`src/rtl/mem_ctrl_pkg.sv`:
```
// Shared definitions for the sub-word memory controller: request size codes,
// FSM state encoding and the alignment check used at request acceptance.
package mem_ctrl_pkg;

   localparam logic [1:0] SZ_BYTE = 2'b00;
   localparam logic [1:0] SZ_HALF = 2'b01;
   localparam logic [1:0] SZ_WORD = 2'b10;

   typedef enum logic [2:0] {
      ST_IDLE = 3'd0,
      ST_RD   = 3'd1,
      ST_WAIT = 3'd2,
      ST_WR   = 3'd3,
      ST_RESP = 3'd4
   } state_t;

   // Misaligned half/word accesses and the reserved size code are rejected.
   function automatic logic is_misaligned(input logic [1:0] size, input logic [1:0] addr_lo);
      logic mis;
      case (size)
         SZ_BYTE: mis = 1'b0;
         SZ_HALF: mis = addr_lo[0];
         SZ_WORD: mis = (addr_lo != 2'b00);
         default: mis = 1'b1;
      endcase
      return mis;
   endfunction

endpackage

```
`src/rtl/subword_lane_unit.sv`:
```
// Combinational lane logic: merges store data into the addressed lane of a
// read word and extracts/extends the addressed lane for loads.
// Ports: rdata (RAM word), wdata (right-justified store data), size, addr_lo,
//        is_unsigned (zero-extend loads) -> merged (RMW word), load_val.
module subword_lane_unit
   import mem_ctrl_pkg::*;
(
   input  logic [31:0] rdata,
   input  logic [31:0] wdata,
   input  logic [1:0]  size,
   input  logic [1:0]  addr_lo,
   input  logic        is_unsigned,
   output logic [31:0] merged,
   output logic [31:0] load_val
);

   logic [31:0] mask;
   logic [4:0]  shamt;
   logic [31:0] lane;

   // Lane mask and bit offset, little-endian.
   always_comb begin
      mask  = 32'hFFFF_FFFF;
      shamt = 5'd0;
      case (size)
         SZ_BYTE: begin
            mask  = 32'h0000_00FF;
            shamt = {addr_lo, 3'b000};
         end
         SZ_HALF: begin
            mask  = 32'h0000_FFFF;
            shamt = {addr_lo[1], 4'b0000};
         end
         default: ;
      endcase
   end

   // Merge and extract; word size degenerates to full replacement / passthrough.
   always_comb begin
      merged = (rdata & ~(mask << shamt)) | ((wdata & mask) << shamt);
      lane   = (rdata >> shamt) & mask;
      case (size)
         SZ_BYTE: load_val = is_unsigned ? {24'h0, lane[7:0]}  : {{24{lane[7]}}, lane[7:0]};
         SZ_HALF: load_val = is_unsigned ? {16'h0, lane[15:0]} : {{16{lane[15]}}, lane[15:0]};
         default: load_val = lane;
      endcase
   end

endmodule

```
`src/rtl/subword_mem_ctrl.sv`:
```
// Load/store sequencer between the CPU and a word-wide synchronous RAM.
// Sub-word stores are read-modify-write; loads return an extended lane.
// Ports: clk, rst_n (sync, active-low); CPU request req_* with req_ready;
//        one-cycle response rsp_valid/rsp_rdata/rsp_err; RAM port mem_*.
module subword_mem_ctrl
   import mem_ctrl_pkg::*;
#(
   parameter int unsigned ADDR_W = 10
)
(
   input  logic              clk,
   input  logic              rst_n,
   input  logic              req_valid,
   output logic              req_ready,
   input  logic              req_we,
   input  logic [1:0]        req_size,
   input  logic              req_unsigned,
   input  logic [31:0]       req_addr,
   input  logic [31:0]       req_wdata,
   output logic              rsp_valid,
   output logic [31:0]       rsp_rdata,
   output logic              rsp_err,
   output logic              mem_en,
   output logic              mem_we,
   output logic [ADDR_W-1:0] mem_addr,
   output logic [31:0]       mem_wdata,
   input  logic [31:0]       mem_rdata
);

   localparam int unsigned BA_W = ADDR_W + 2;

   state_t            state, state_nx;
   logic              we_q, uns_q, err_q;
   logic [1:0]        size_q;
   logic [BA_W-1:0]   addr_q;
   logic [31:0]       wr_q, res_q;
   logic [31:0]       merged, load_val;
   logic              accept, mis;

   // Byte-address bits above the RAM range are deliberately dropped.
   logic unused_addr_hi;
   assign unused_addr_hi = &{1'b0, req_addr[31:BA_W]};

   assign accept = (state == ST_IDLE) && req_valid;
   assign mis    = is_misaligned(req_size, req_addr[1:0]);

   subword_lane_unit u_lane (
      .rdata       (mem_rdata),
      .wdata       (wr_q),
      .size        (size_q),
      .addr_lo     (addr_q[1:0]),
      .is_unsigned (uns_q),
      .merged      (merged),
      .load_val    (load_val)
   );

   // State register.
   always_ff @(posedge clk) begin
      if (!rst_n) state <= ST_IDLE;
      else        state <= state_nx;
   end

   // Next-state logic.
   always_comb begin
      state_nx = state;
      case (state)
         ST_IDLE: begin
            if (req_valid) begin
               if (mis)                                state_nx = ST_RESP;
               else if (req_we && req_size == SZ_WORD) state_nx = ST_WR;
               else                                    state_nx = ST_RD;
            end
         end
         ST_RD:   state_nx = ST_WAIT;
         ST_WAIT: state_nx = we_q ? ST_WR : ST_RESP;
         ST_WR:   state_nx = ST_RESP;
         ST_RESP: state_nx = ST_IDLE;
         default: state_nx = ST_IDLE;
      endcase
   end

   // State-decoded outputs; RAM strobes are gated so reset can never write.
   always_comb begin
      req_ready = 1'b0;
      mem_en    = 1'b0;
      mem_we    = 1'b0;
      rsp_valid = 1'b0;
      case (state)
         ST_IDLE: req_ready = 1'b1;
         ST_RD:   mem_en    = rst_n;
         ST_WR: begin
            mem_en = rst_n;
            mem_we = rst_n;
         end
         ST_RESP: rsp_valid = 1'b1;
         default: ;
      endcase
   end

   // Request latch, RMW write word and load result.
   always_ff @(posedge clk) begin
      if (!rst_n) begin
         we_q   <= 1'b0;
         uns_q  <= 1'b0;
         err_q  <= 1'b0;
         size_q <= 2'b00;
         addr_q <= '0;
         wr_q   <= 32'h0;
         res_q  <= 32'h0;
      end else if (accept) begin
         we_q   <= req_we;
         uns_q  <= req_unsigned;
         err_q  <= mis;
         size_q <= req_size;
         addr_q <= req_addr[BA_W-1:0];
         wr_q   <= req_wdata;
         res_q  <= 32'h0;
      end else if (state == ST_WAIT) begin
         if (we_q) wr_q  <= merged;
         else      res_q <= load_val;
      end
   end

   assign mem_addr  = addr_q[BA_W-1:2];
   assign mem_wdata = wr_q;
   assign rsp_rdata = res_q;
   assign rsp_err   = err_q;

endmodule

```
`config.mk`:
```
export PLATFORM = sky130hd
export DESIGN_NAME = subword_mem_ctrl
export DESIGN_NICKNAME = d
export VERILOG_FILES = /design/src/rtl/mem_ctrl_pkg.sv /design/src/rtl/subword_lane_unit.sv /design/src/rtl/subword_mem_ctrl.sv
export SDC_FILE = /design/constraint.sdc
export NUM_CORES = 1
export LEC_CHECK = 0
export BUFFER_PORTS_ARGS = -buffer_cell sky130_fd_sc_hd__buf_2
export CAP_MARGIN = 20
export CORE_ASPECT_RATIO = 0.8
export CORE_MARGIN = 8
export CORE_UTILIZATION = 40
export CTS_BUF_LIST = sky130_fd_sc_hd__clkbuf_2 sky130_fd_sc_hd__clkbuf_4 sky130_fd_sc_hd__clkbuf_8
export CTS_CLUSTER_DIAMETER = 100
export CTS_CLUSTER_SIZE = 10
export DETAILED_ROUTE_END_ITERATION = 6
export GPL_TIMING_DRIVEN = 0
export PLACE_DENSITY = 0.69
export SYNTH_ARGS = -nofsm -noshare
export SYNTH_HDL_FRONTEND = slang
export SYNTH_HIERARCHICAL = 1
export SYNTH_SLANG_ARGS = --single-unit
```
`constraint.sdc`:
```
create_clock -name clk -period 1.85 [get_ports clk]
set_clock_uncertainty 0.05 [all_clocks]
set_input_delay 0.37 -clock clk [delete_from_list [all_inputs] [get_ports clk]]
set_output_delay 0.37 -clock clk [all_outputs]
set_load 0.02 [all_outputs]
```
==> results.rst, run 1 <==
.. list-table::
   :header-rows: 1

   * - Metric
     - Value
   * - Status
     - finished, violations left
   * - Violations in the final reports
     - negative setup slack
   * - CP arrival
     - between 2000 and 2500 ps
   * - Share of the yosys chip area belonging to registers
     - approximately 34%
   * - Post-route total power
     - between 5 and 6 mW
   * - H-Tree Depth
     - 3
   * - Clock transition at path regs
     - approximately 90 ps
   * - Synth Net Count
     - a little under 700
   * - Mux cell area share after synthesis
     - 5.783%
   * - Leading cell types by count after synthesis
     - sky130_fd_sc_hd__nand2_1, sky130_fd_sc_hd__dfxtp_1, sky130_fd_sc_hd__a21oi_1, sky130_fd_sc_hd__a22oi_1, sky130_fd_sc_hd__o22a_1
   * - Number of sinks on the clock net
     - 84
   * - Nets
     - slightly below 900
   * - Number of cells in the design after placement
     - a little under 900
   * - Proportion of power drawn by flip-flops and latches
     - between 40% and 50%
   * - Critical Setup Path Class
     - reg -> reg
   * - Cell types with the largest area share after synthesis
     - sky130_fd_sc_hd__dfxtp_1, sky130_fd_sc_hd__nand2_1, sky130_fd_sc_hd__o221a_2
   * - Dpl cell area
     - 0.005956 mm²
   * - Post-route standard cell area excluding fillers
     - ~0.0065 mm²
   * - Average cell area after synthesis
     - 8.528 µm²
   * - Switching power summed over all nets
     - approximately 1.7 mW
   * - Total routed wirelength
     - a little under 20000 µm
   * - Async set-or-reset flop fraction in the synthesized netlist
     - 0%
   * - Hold Fails Final Rpt
     - 0
   * - Internal power
     - roughly 3.3 mW
   * - Vias per cell
     - 5.948
   * - Count of hold-fix buffers inserted at cts
     - 0
   * - Total via count after detailed routing
     - roughly 5500
   * - Cell-by-cell listing of the critical path
     - nor2b_4 -> mux2_4 -> a211oi_4 -> buf_6 -> buf_6 -> o21ai_0 -> nand2_1 -> a21oi_1
   * - Slew at the pin with the worst max-slew slack
     - 742.0 ps
   * - Required time of the worst setup path
     - 2070 ps
   * - Most numerous cell on the critical path
     - sky130_fd_sc_hd__buf_6
   * - I/O pin count
     - ~180
   * - Total routed wire length on the met1 layer
     - between 8000 and 9000 µm
   * - Total iterations of the first detailed-routing run
     - 5
   * - Starting density of the core
     - between 40 and 50%
   * - Violation count after the first detailed-route iteration
     - 672
   * - Classification of the worst-slack hold path
     - in -> reg
   * - Pre-CTS WS
     - -295.9 ps
   * - Remaining DRCs
     - 0
   * - Area Overhead vs Synth
     - 31.94%
   * - Via count of the first global-routing pass
     - between 5000 and 6000
   * - Critical Path End Type
     - register
   * - Prevailing post-synth register cell
     - sky130_fd_sc_hd__dfxtp_1
   * - Compound-gate portion of the synthesized area
     - a little over a third
   * - Root buffer selected by CTS
     - sky130_fd_sc_hd__clkbuf_8
   * - Final critical-path setup slack
     - -43.39 ps
   * - Global-route wire length before repair
     - ~30000 µm
   * - Number of standard cells in the layout, taps in and fillers out
     - 922
   * - Post-synthesis cell area
     - between 0.004 and 0.005 mm²
   * - Clock latency at the later pin of the worst-skew pair
     - about 380 ps
   * - Number of I/O port buffers
     - 160
   * - Uppermost layer routed
     - met4
   * - Routed wire length on met2
     - between 8000 and 9000 µm
   * - Clock Tree Buf Depth
     - 2
   * - Combinational cell fraction of total power
     - a little under a third
   * - Post-layout minimum cycle time
     - ~1900 ps
   * - Share of post-route cells with drive strength above 1
     - roughly 43%
   * - Worst Hold Launch
     - req_addr[10]
   * - Max-Slew Margin vs Limit
     - around half
   * - Cells after Synth
     - ~580
   * - Area used by sequential logic in the layout
     - around 0.0017 mm²
   * - Fraction of the cycle the final worst path needs
     - 102.3%
   * - Critical path launch point
     - addr_q[0]
   * - Source of the worst register-to-register timing path
     - addr_q[0]
   * - Height of the chip
     - roughly 120 µm
   * - Clock tree from TritonCTS
     - yes
   * - Number of fill cells
     - 1131
   * - Area share of the largest cell type after synthesis
     - 33.94%
   * - Cell with the most instances after synthesis
     - sky130_fd_sc_hd__nand2_1
   * - Number of enable-type register cells in the synthesized netlist
     - 0
   * - Largest net degree at the start of global routing
     - 16
   * - Synthesized-area fraction occupied by and/or/nand/nor cells
     - between 10% and 20%
   * - Inserted Clock Buffers
     - 9
   * - Number of antenna violations at the first check in global routing
     - 0
   * - Max Clock Freq
     - ~0.53 GHz
   * - X dimension of the die
     - approximately 140 µm
   * - Final antenna-violating net count
     - 0
   * - Cell Rows
     - 36
   * - Most area-hungry cell type in the Yosys netlist
     - sky130_fd_sc_hd__dfxtp_1
   * - Yosys cell types
     - 55
   * - Number of storage elements in the synthesis netlist
     - 84
   * - Worst IR drop on VDD
     - between 400 and 500 µV
   * - Post-synthesis adder-cell area fraction
     - 0%
   * - Power density over cell area
     - slightly below 800 mW/mm²
   * - Switching fraction of total power
     - between 30% and 40%
   * - Crit path max-delay cell type
     - sky130_fd_sc_hd__dfxtp_2
   * - Setup repair after global routing missed its margin
     - yes
   * - Die Footprint
     - about 0.016 mm²
   * - Weighted congestion reported at the end of routability-driven placement
     - 0.9848
   * - Detailed placement HPWL
     - 15390 µm
   * - Slowest cell delay on critical path
     - between 300 and 400 ps
   * - Detailed route wirelength on metal3
     - between 2000 and 2500 µm
   * - Antenna diode instance count
     - 0
   * - Overall routing resource usage
     - between 20% and 30%
   * - Area of the multi-input gates
     - 0.003012 mm²
   * - Post-layout util
     - a little over half
   * - Grt ovf
     - 0
   * - Highest net fanout along the worst path
     - 5
   * - Total of max-cap violations
     - 0
   * - Share of power burned in the clock network
     - 29.5%
   * - Area of the core
     - 0.01212 mm²
   * - Warnings, synthesis
     - 6
   * - DR WL/cell
     - roughly 21 µm
   * - Combinational family with the most area after synthesis
     - compound AO/OA/AOI/OAI gates
   * - Synthesized-area fraction occupied by xor and xnor cells
     - 0%
   * - Setup violations, final
     - 24
   * - Final Slew Violations
     - 0
   * - Leakage power summed over all cells
     - approximately 2.7 nW
   * - Startpoint kind of the worst setup timing path
     - register
## state kept, by name, summed over array words and instances (netlist names)
signal     cells
we_q           1
rsp_rdata     32
uns_q          1
mem_wdata     32
rsp_err        1
size_q         2
state          3
addr_q        12
## power groups by stage
| stage | Clock (mW) | Sequential [mW] | Combinational, mW |
|---|---|---|---|
| floorplan | 0 | 2.13 | 0.793 |
| global placement | 0 | 2.08 | 1.30 |
| detailed placement | 0 | 2.08 | 1.32 |
| CTS | 1.52 | 2.04 | 1.42 |
| global route | 1.59 | 2.06 | 1.62 |
| finish | 1.49 | 2.05 | 1.52 |
## critical path, delay by kind of cell, from the launching register on
kind | cells | cell delay, ps
DFF | 1 | 370
AOI/OAI and AO/OA | 3 | 360
muxes | 1 | 350
and+or+nand+nor | 2 | 350
buffers and inverters | 2 | 290
## placed cells by master, fill, tap and decap left out, types with 4 or more instances in the layout
master,n
sky130_fd_sc_hd__clkbuf_8,9
sky130_fd_sc_hd__mux4_2,7
sky130_fd_sc_hd__a2bb2oi_2,6
sky130_fd_sc_hd__clkbuf_4,4
sky130_fd_sc_hd__nor2_4,4
sky130_fd_sc_hd__a22o_1,8
sky130_fd_sc_hd__a21oi_1,45
sky130_fd_sc_hd__o21ai_2,4
sky130_fd_sc_hd__a21boi_1,8
sky130_fd_sc_hd__nand2_1,114
sky130_fd_sc_hd__clkbuf_2,4
sky130_fd_sc_hd__o22a_1,31
sky130_fd_sc_hd__a22oi_1,32
sky130_fd_sc_hd__o21ai_0,15
sky130_fd_sc_hd__buf_6,13
sky130_fd_sc_hd__clkbuf_1,18
sky130_fd_sc_hd__o221a_2,30
sky130_fd_sc_hd__o22ai_1,9
sky130_fd_sc_hd__dfxtp_1,77
sky130_fd_sc_hd__nor2_1,16
sky130_fd_sc_hd__dfxtp_4,4
sky130_fd_sc_hd__nand3b_1,9
sky130_fd_sc_hd__buf_4,27
sky130_fd_sc_hd__o21ai_1,17
sky130_fd_sc_hd__buf_8,4
sky130_fd_sc_hd__mux2_4,9
sky130_fd_sc_hd__buf_2,170
sky130_fd_sc_hd__a21boi_0,8
sky130_fd_sc_hd__a21oi_2,6
sky130_fd_sc_hd__a221o_1,8
## final timing paths
check / slack, ps / to / depth (start not counted)
worst max-delay path: -40 / rsp_rdata[21] / 8
worst min-delay path: 180 / addr_q[10] / 3
worst max register to register: -40 / rsp_rdata[21] / 8
worst min register to register: 400 / rsp_rdata[22] / 2
## kinds of logic (layout without fill, tap and decap cells)
kind of cell | after synthesis | in the layout
muxes | 18 | 18
AOI/OAI and AO/OA | 237 | 237
and+or+nand+nor | 170 | 170
DFF | 84 | 84
buffers and inverters | 72 | 261
## cell type report
cell class	instances	share of cell area, %
Multi-Input combinational cell	425	46.07
Sequential cell	84	26.01
Timing Repair Buffer	177	14.66
Buffer	64	6.718
Tap cell	152	2.909
Clock buffer	9	1.895
Clock inverter	7	1.512
Inverter	4	0.2297
## metal layers
layer | track usage, % | vias up
li1 | - | 2536
met1 | 31.10 | 2609
met2 | 34.35 | 311
met3 | 8.810 | 28
met4 | 8.514 | 0
met5 | 0 | -
## what timing repair did
item                       4_1_cts  5_1_grt
resized for setup               44       58
pin swaps                        5        6
setup endpoints to repair       60       64
cloned                           2        0
buffers inserted                 9        7
## stage by stage
| step | setup TNS, ps | hold WS (ps) |
|---|---|---|
| finish | -430.1 | 175.6 |
| global route | -3005 | 178.0 |
| CTS | -207.6 | 166.1 |
| detailed placement | -10490 | 393.9 |
| global placement | -9655 | 393.2 |
| floorplan | -16.95 | 385.4 |
(Power assumes the default switching activity.)
==> inputs of run 2 (changes only) <==
- CTS_CLUSTER_DIAMETER: 100 -> 40
- GPL_TIMING_DRIVEN: 0 -> default
==> run 2 against run 1 <==
Effect of this change: final cell count decreased by 3.0%; via count decreased by 2.8%; highest routed layer unchanged; count of clock-buffer cells in the layout up 1; critical path type unchanged; first-iteration DRC count shrank 8.9%; core utilization down 0.81 points; combinational power hardly changed; global-route usage shrank 2.1 points; setup slack better by 15 ps; the run still ends with negative setup slack left; design area decreased by 1.5%; power is 0.66% lower; largest power group unchanged; sequential share of layout area rose by 0.36 points.
==> results.rst, run 2 (same netlist as run 1, synthesis figures left out) <==
.. list-table::
   :header-rows: 1

   * - Metric
     - Value
   * - Starting density of the core
     - roughly two fifths
   * - Number of I/O port buffers
     - about 160
   * - Vias per cell
     - about 6
   * - Global-route wire length before repair
     - ~28000 µm
   * - Proportion of power drawn by flip-flops and latches
     - approximately two fifths
   * - Critical Setup Path Class
     - reg -> reg
   * - Switching power summed over all nets
     - between 1.5 and 2 mW
   * - Required time of the worst setup path
     - around 2100 ps
   * - Max-Slew Margin vs Limit
     - about two thirds
   * - Detailed placement HPWL
     - ~14000 µm
   * - Count of hold-fix buffers inserted at cts
     - 0
   * - Hold Fails Final Rpt
     - 0
   * - Via count of the first global-routing pass
     - between 5000 and 6000
   * - Leakage power summed over all cells
     - roughly 2.6 nW
   * - Clock Tree Buf Depth
     - 2
   * - Post-layout minimum cycle time
     - around 1900 ps
   * - Capture instance of the worst register-to-register path
     - rsp_rdata[20]
   * - Startpoint kind of the worst setup timing path
     - register
   * - Leading cell type in the layout, fill and taps excluded
     - sky130_fd_sc_hd__buf_2
   * - DR WL/cell
     - between 20 and 25 µm
   * - Nets
     - 840
   * - Number of antenna violations at the first check in global routing
     - 0
   * - I/O pin count
     - approximately 180
   * - Max Clock Freq
     - roughly 0.53 GHz
   * - R2R Setup Slk
     - -30 ps
   * - Endpoint of the most critical setup path
     - rsp_rdata[20]
   * - Die Footprint
     - about 0.016 mm²
   * - Share of post-route cells with drive strength above 1
     - between 40 and 50%
   * - Root buffer selected by CTS
     - sky130_fd_sc_hd__clkbuf_8
   * - Switching fraction of total power
     - around a third
   * - Highest net fanout along the worst path
     - 6
   * - Final Slew Violations
     - 0
   * - Area Overhead vs Synth
     - 29.97%
   * - Fraction of the cycle the final worst path needs
     - 101.5%
   * - Post-route total power
     - between 5 and 6 mW
   * - Slew at the pin with the worst max-slew slack
     - between 500 and 600 ps
   * - Area of the core
     - 0.01212 mm²
   * - Dpl cell area
     - around 0.0059 mm²
   * - Total routed wirelength
     - 18360 µm
   * - Critical Path End Type
     - register
   * - Total via count after detailed routing
     - around 5300
   * - Clock transition at path regs
     - 90 ps
   * - Combinational cell fraction of total power
     - roughly 30%
   * - Antenna diode instance count
     - 0
   * - Internal power
     - 3.383 mW
   * - Clock tree from TritonCTS
     - yes
   * - Inserted Clock Buffers
     - 9
   * - Worst IR drop on VDD
     - approximately 380 µV
   * - H-Tree Depth
     - 3
   * - Most frequent cells in the layout
     - sky130_fd_sc_hd__buf_2, sky130_fd_sc_hd__nand2_1, sky130_fd_sc_hd__dfxtp_1
   * - Critical path launch point
     - addr_q[0]
   * - CP arrival
     - 2090 ps
   * - Largest net degree at the start of global routing
     - 52
   * - Setup repair after global routing missed its margin
     - yes
   * - Classification of the worst-slack hold path
     - in -> reg
   * - Power density over cell area
     - ~780 mW/mm²
   * - Source of the worst register-to-register timing path
     - addr_q[0]
   * - Total of max-cap violations
     - 0
   * - Number of sinks on the clock net
     - between 80 and 90
   * - Violations in the final reports
     - negative setup slack
   * - Final antenna-violating net count
     - 0
   * - Clock latency at the later pin of the worst-skew pair
     - about 370 ps
   * - X dimension of the die
     - around 140 µm
   * - Status
     - finished, violations left
   * - Final critical-path setup slack
     - -28.66 ps
   * - Area of the multi-input gates
     - around 0.0030 mm²
   * - Total iterations of the first detailed-routing run
     - 5
   * - Cell Rows
     - 36
   * - Overall routing resource usage
     - between 20 and 25%
   * - Share of power burned in the clock network
     - 29.7%
   * - Weighted congestion reported at the end of routability-driven placement
     - about 0.92
   * - Height of the chip
     - roughly 120 µm
   * - Area used by sequential logic in the layout
     - around 0.0017 mm²
   * - Worst R2R Path Depth
     - 9
   * - Post-route standard cell area excluding fillers
     - between 0.006 and 0.007 mm²
   * - Number of fill cells
     - approximately 1100
   * - Setup violations, final
     - 7
   * - Violation count after the first detailed-route iteration
     - between 600 and 700
   * - Remaining DRCs
     - 0
   * - Grt ovf
     - 0
## run 2: cell count changes in the layout (fill, tap and decap cells not counted), sizes merged
cell      before  now
inv            6    4
clkbuf        35   12
buf          215  211
clkinv         2    4
clkinvlp       1    0
## run 2: metal layers
metal	part of all wire, %	up-vias	track usage [%]
li1	-	2473	-
met4	1.8	0	6.710
met2	43	302	32.03
met1	44	2519	28.57
met3	10	37	7.287
met5	0	-	0
## run 2: power groups by stage
stage	Clock [mW]	Sequential, mW	Combinational [mW]
floorplan	0	2.13	0.793
global placement	0	2.07	1.26
detailed placement	0	2.07	1.29
CTS	1.52	2.03	1.31
global route	1.60	2.05	1.60
finish	1.49	2.04	1.49
## run 2: repair_timing
| action | 4_1_cts | 5_1_grt |
|---|---|---|
| pin swaps | 0 | 12 |
| resized for setup | 9 | 64 |
| setup endpoints to repair | 26 | 59 |
| endpoints found under the hold margin | 0 | 0 |
| cloned | 0 | 3 |
| buffers inserted | 0 | 12 |
## run 2: worst max-delay path: stages, from the launching register on
cell,delay [ps]
sky130_fd_sc_hd__dfxtp_2,350
sky130_fd_sc_hd__nor2b_4,180
sky130_fd_sc_hd__buf_6,120
sky130_fd_sc_hd__mux2_4,300
sky130_fd_sc_hd__a211oi_4,230
sky130_fd_sc_hd__buf_4,180
sky130_fd_sc_hd__clkbuf_16,140
sky130_fd_sc_hd__o21ai_0,80
sky130_fd_sc_hd__nand2_1,70
sky130_fd_sc_hd__a21oi_1,50
## run 2: final cells by class
class	instances	area share, %
multi-input cells	425	46.43
clock inverters	6	1.360
flip-flops and latches	84	26.36
inverters	4	0.2720
clock buffers	10	2.137
repair buffers	213	20.48
well taps	152	2.953
## run 2: worst min path at each step
| stage | endpoint | slack (ps) | depth (start not counted) | startpoint |
|---|---|---|---|---|
| after floorplan | addr_q[10] | 390 | 2 | addr_q[10] |
| after global placement | addr_q[7] | 390 | 2 | addr_q[7] |
| after detailed placement | addr_q[7] | 390 | 2 | addr_q[7] |
| after CTS | addr_q[7] | 160 | 3 | req_addr[7] |
| after global routing | addr_q[7] | 170 | 3 | req_addr[7] |
| final | addr_q[7] | 180 | 3 | req_addr[7] |
## run 2: per-stage QoR
stage / worst slack, ps / TNS [ps] / util (%) / instances / hold slack [ps]
after floorplan: -8.474 / -16.95 / - / 581 / 385.4
after global placement: 39.85 / 0 / 48.48 / 863 / 389.0
after detailed placement: -83.98 / -276.0 / 48.48 / 863 / 393.3
after CTS: 6.353 / 0 / 50.56 / 879 / 158.0
after global routing: -74.40 / -1304 / 53.15 / 894 / 166.4
final: -28.66 / -132.1 / 53.15 / 894 / 177.4
==> inputs of run 3 (changes only) <==
- SETUP_SLACK_MARGIN: default -> 0.05
==> run 3 against run 2 <==
Effect of this change: the flow still finishes with violations (negative setup slack); register-to-register slack better by 20 ps; critical path type unchanged; sequential share of layout area up 0.11 points; via count decreased by 1.0%; clock power shrank 7%; maximum frequency is 1.0% higher; combinational power down 3%; critical endpoint is now rsp_rdata[27].
==> results.rst, run 3 (same netlist as run 1, synthesis figures left out) <==
.. list-table::
   :header-rows: 1

   * - Metric
     - Value
   * - Status
     - finished, violations left
   * - Violations in the final reports
     - negative setup slack
   * - Cell-by-cell listing of the critical path
     - nor2b_4 -> buf_6 -> mux2_4 -> a211oi_4 -> buf_6 -> clkbuf_16 -> o21ai_2 -> nand2_1 -> a21oi_1
   * - Accumulated negative setup slack
     - -30.49 ps
   * - Dpl cell area
     - between 0.005 and 0.006 mm²
   * - Slowest cell delay on critical path
     - between 300 and 400 ps
   * - Highest net fanout along the worst path
     - 6
   * - Total routed wirelength
     - 18180 µm
   * - Area Overhead vs Synth
     - 29.27%
   * - Setup repair after global routing missed its margin
     - yes
   * - Area of the core
     - about 0.012 mm²
   * - Max-Slew Margin vs Limit
     - 65.83%
   * - Required time of the worst setup path
     - slightly above 2000 ps
   * - I/O pin count
     - approximately 180
   * - Inserted Clock Buffers
     - 9
   * - X dimension of the die
     - approximately 140 µm
   * - CP arrival
     - ~2100 ps
   * - Overall routing resource usage
     - a little over a fifth
   * - Clock Tree Buf Depth
     - 2
   * - Capture instance of the worst register-to-register path
     - rsp_rdata[27]
   * - Die Footprint
     - about 0.016 mm²
   * - Pre-CTS WS
     - -3.303 ps
   * - Vias per cell
     - 5.921
   * - Setup violations, final
     - 6
   * - Critical Setup Path Class
     - reg -> reg
   * - Number of antenna violations at the first check in global routing
     - 0
   * - Share of post-route cells with drive strength above 1
     - between 40% and 50%
   * - Cells on Worst Hold Path
     - 3
   * - Via count of the first global-routing pass
     - roughly 5100
   * - Largest net degree at the start of global routing
     - 52
   * - Total iterations of the first detailed-routing run
     - 5
   * - Hold Fails Final Rpt
     - 0
   * - Total of max-cap violations
     - 0
   * - Worst IR drop on VDD
     - about 500 µV
   * - Post-layout minimum cycle time
     - about 1900 ps
   * - H-Tree Depth
     - 3
   * - Remaining DRCs
     - 0
   * - Crit path max-delay cell type
     - sky130_fd_sc_hd__dfxtp_2
   * - Endpoint of the most critical setup path
     - rsp_rdata[27]
   * - Final Slew Violations
     - 0
   * - Critical path launch point
     - addr_q[0]
   * - Height of the chip
     - roughly 120 µm
   * - Violation count after the first detailed-route iteration
     - 483
   * - Starting density of the core
     - a little over 40%
   * - Nets
     - between 800 and 900
   * - Number of sinks on the clock net
     - between 80 and 90
   * - Most numerous cell on the critical path
     - sky130_fd_sc_hd__buf_6
   * - Leakage power summed over all cells
     - approximately 2.6 nW
   * - R2R Setup Slk
     - -10 ps
   * - Max Clock Freq
     - around 0.54 GHz
   * - DR WL/cell
     - 20.40 µm
   * - Final antenna-violating net count
     - 0
   * - Post-route standard cell area excluding fillers
     - ~0.0064 mm²
   * - Final critical-path setup slack
     - -9.615 ps
   * - Source of the worst register-to-register timing path
     - addr_q[0]
   * - Critical Path End Type
     - register
   * - Cell Rows
     - 36
   * - Detailed placement HPWL
     - about 14000 µm
   * - Number of I/O port buffers
     - ~160
   * - Root buffer selected by CTS
     - sky130_fd_sc_hd__clkbuf_8
   * - Global-route wire length before repair
     - about 28000 µm
   * - Startpoint kind of the worst setup timing path
     - register
   * - Classification of the worst-slack hold path
     - in -> reg
   * - Clock latency at the later pin of the worst-skew pair
     - 380 ps
   * - Most frequent cells in the layout
     - sky130_fd_sc_hd__buf_2, sky130_fd_sc_hd__nand2_1, sky130_fd_sc_hd__dfxtp_1
   * - Fraction of the cycle the final worst path needs
     - 100.5%
   * - Weighted congestion reported at the end of routability-driven placement
     - 0.9262
   * - Grt ovf
     - 0
   * - Worst R2R Path Depth
     - 9
   * - Power density over cell area
     - between 700 and 800 mW/mm²
   * - Leading cell type in the layout, fill and taps excluded
     - sky130_fd_sc_hd__buf_2
   * - Slew at the pin with the worst max-slew slack
     - about 510 ps
   * - Clock tree from TritonCTS
     - yes
   * - Total via count after detailed routing
     - about 5300
   * - Clock transition at path regs
     - roughly 90 ps
   * - Antenna diode instance count
     - 0
-- run 3: changes by cell type in the layout (fill, tap and decap cells not counted), sizes merged --
cell      delta
clkinvlp     +1
clkinv       -3
inv          +4
clkbuf       -1
buf          -4
nand2b       +1
bufinv       -1
-- run 3: per-stage QoR --
stage,instances,hold WS [ps],util (%),total power [mW]
floorplan,581,385.4,-,2.925
global placement,862,388.7,48.76,3.351
detailed placement,862,396.2,48.76,3.376
CTS,882,166.1,51.15,4.803
global route,891,173.4,52.86,5.117
finish,891,176.0,52.86,4.882
-- run 3: metal layers --
| metal | track usage (%) | wire, µm | up-vias |
|---|---|---|---|
| met3 | 8.769 | 2243 | 34 |
| li1 | - | - | 2472 |
| met5 | 0 | 0 | - |
| met2 | 31.87 | 7884 | 310 |
| met4 | 7.359 | 377 | 0 |
| met1 | 27.88 | 7672 | 2460 |
-- run 3: cell type report --
cell class,count,area (µm²)
repair buffers,209,1314
well taps,152,190.2
fillers,1113,5712
multi-input cells,426,2985
clock inverters,7,81.33
flip-flops and latches,84,1695
clock buffers,9,123.9
inverters,4,15.01
-- run 3: what timing repair did --
| action | in CTS | in global routing |
|---|---|---|
| hold buffers | 0 | 0 |
| resized for setup | 9 | 52 |
| cloned | 1 | 3 |
| endpoints found under the setup margin | 45 | 64 |
| pin swaps | 2 | 4 |
| buffers inserted | 3 | 7 |
-- run 3: worst max-delay path: cells and delay by family, from the launching register on --
kind	cells	cell delay, ps
flip-flops	1	360
AO/OA/AOI/OAI	3	390
multiplexers	1	300
AND/OR/NAND/NOR	2	240
buffers and inverters	3	410
-- run 3: worst min-delay path by stage --
stage / to / from
after floorplan: addr_q[10] / addr_q[10]
after global placement: addr_q[7] / addr_q[7]
after detailed placement: rsp_rdata[9] / rsp_rdata[9]
after CTS: addr_q[3] / req_addr[3]
after global routing: addr_q[10] / req_addr[10]
final: addr_q[10] / req_addr[10]
-- run 3: power by group --
part           internal [mW]  switching (mW)
clock                  0.645           0.739
combinational          0.655           0.799
sequential              1.91           0.132
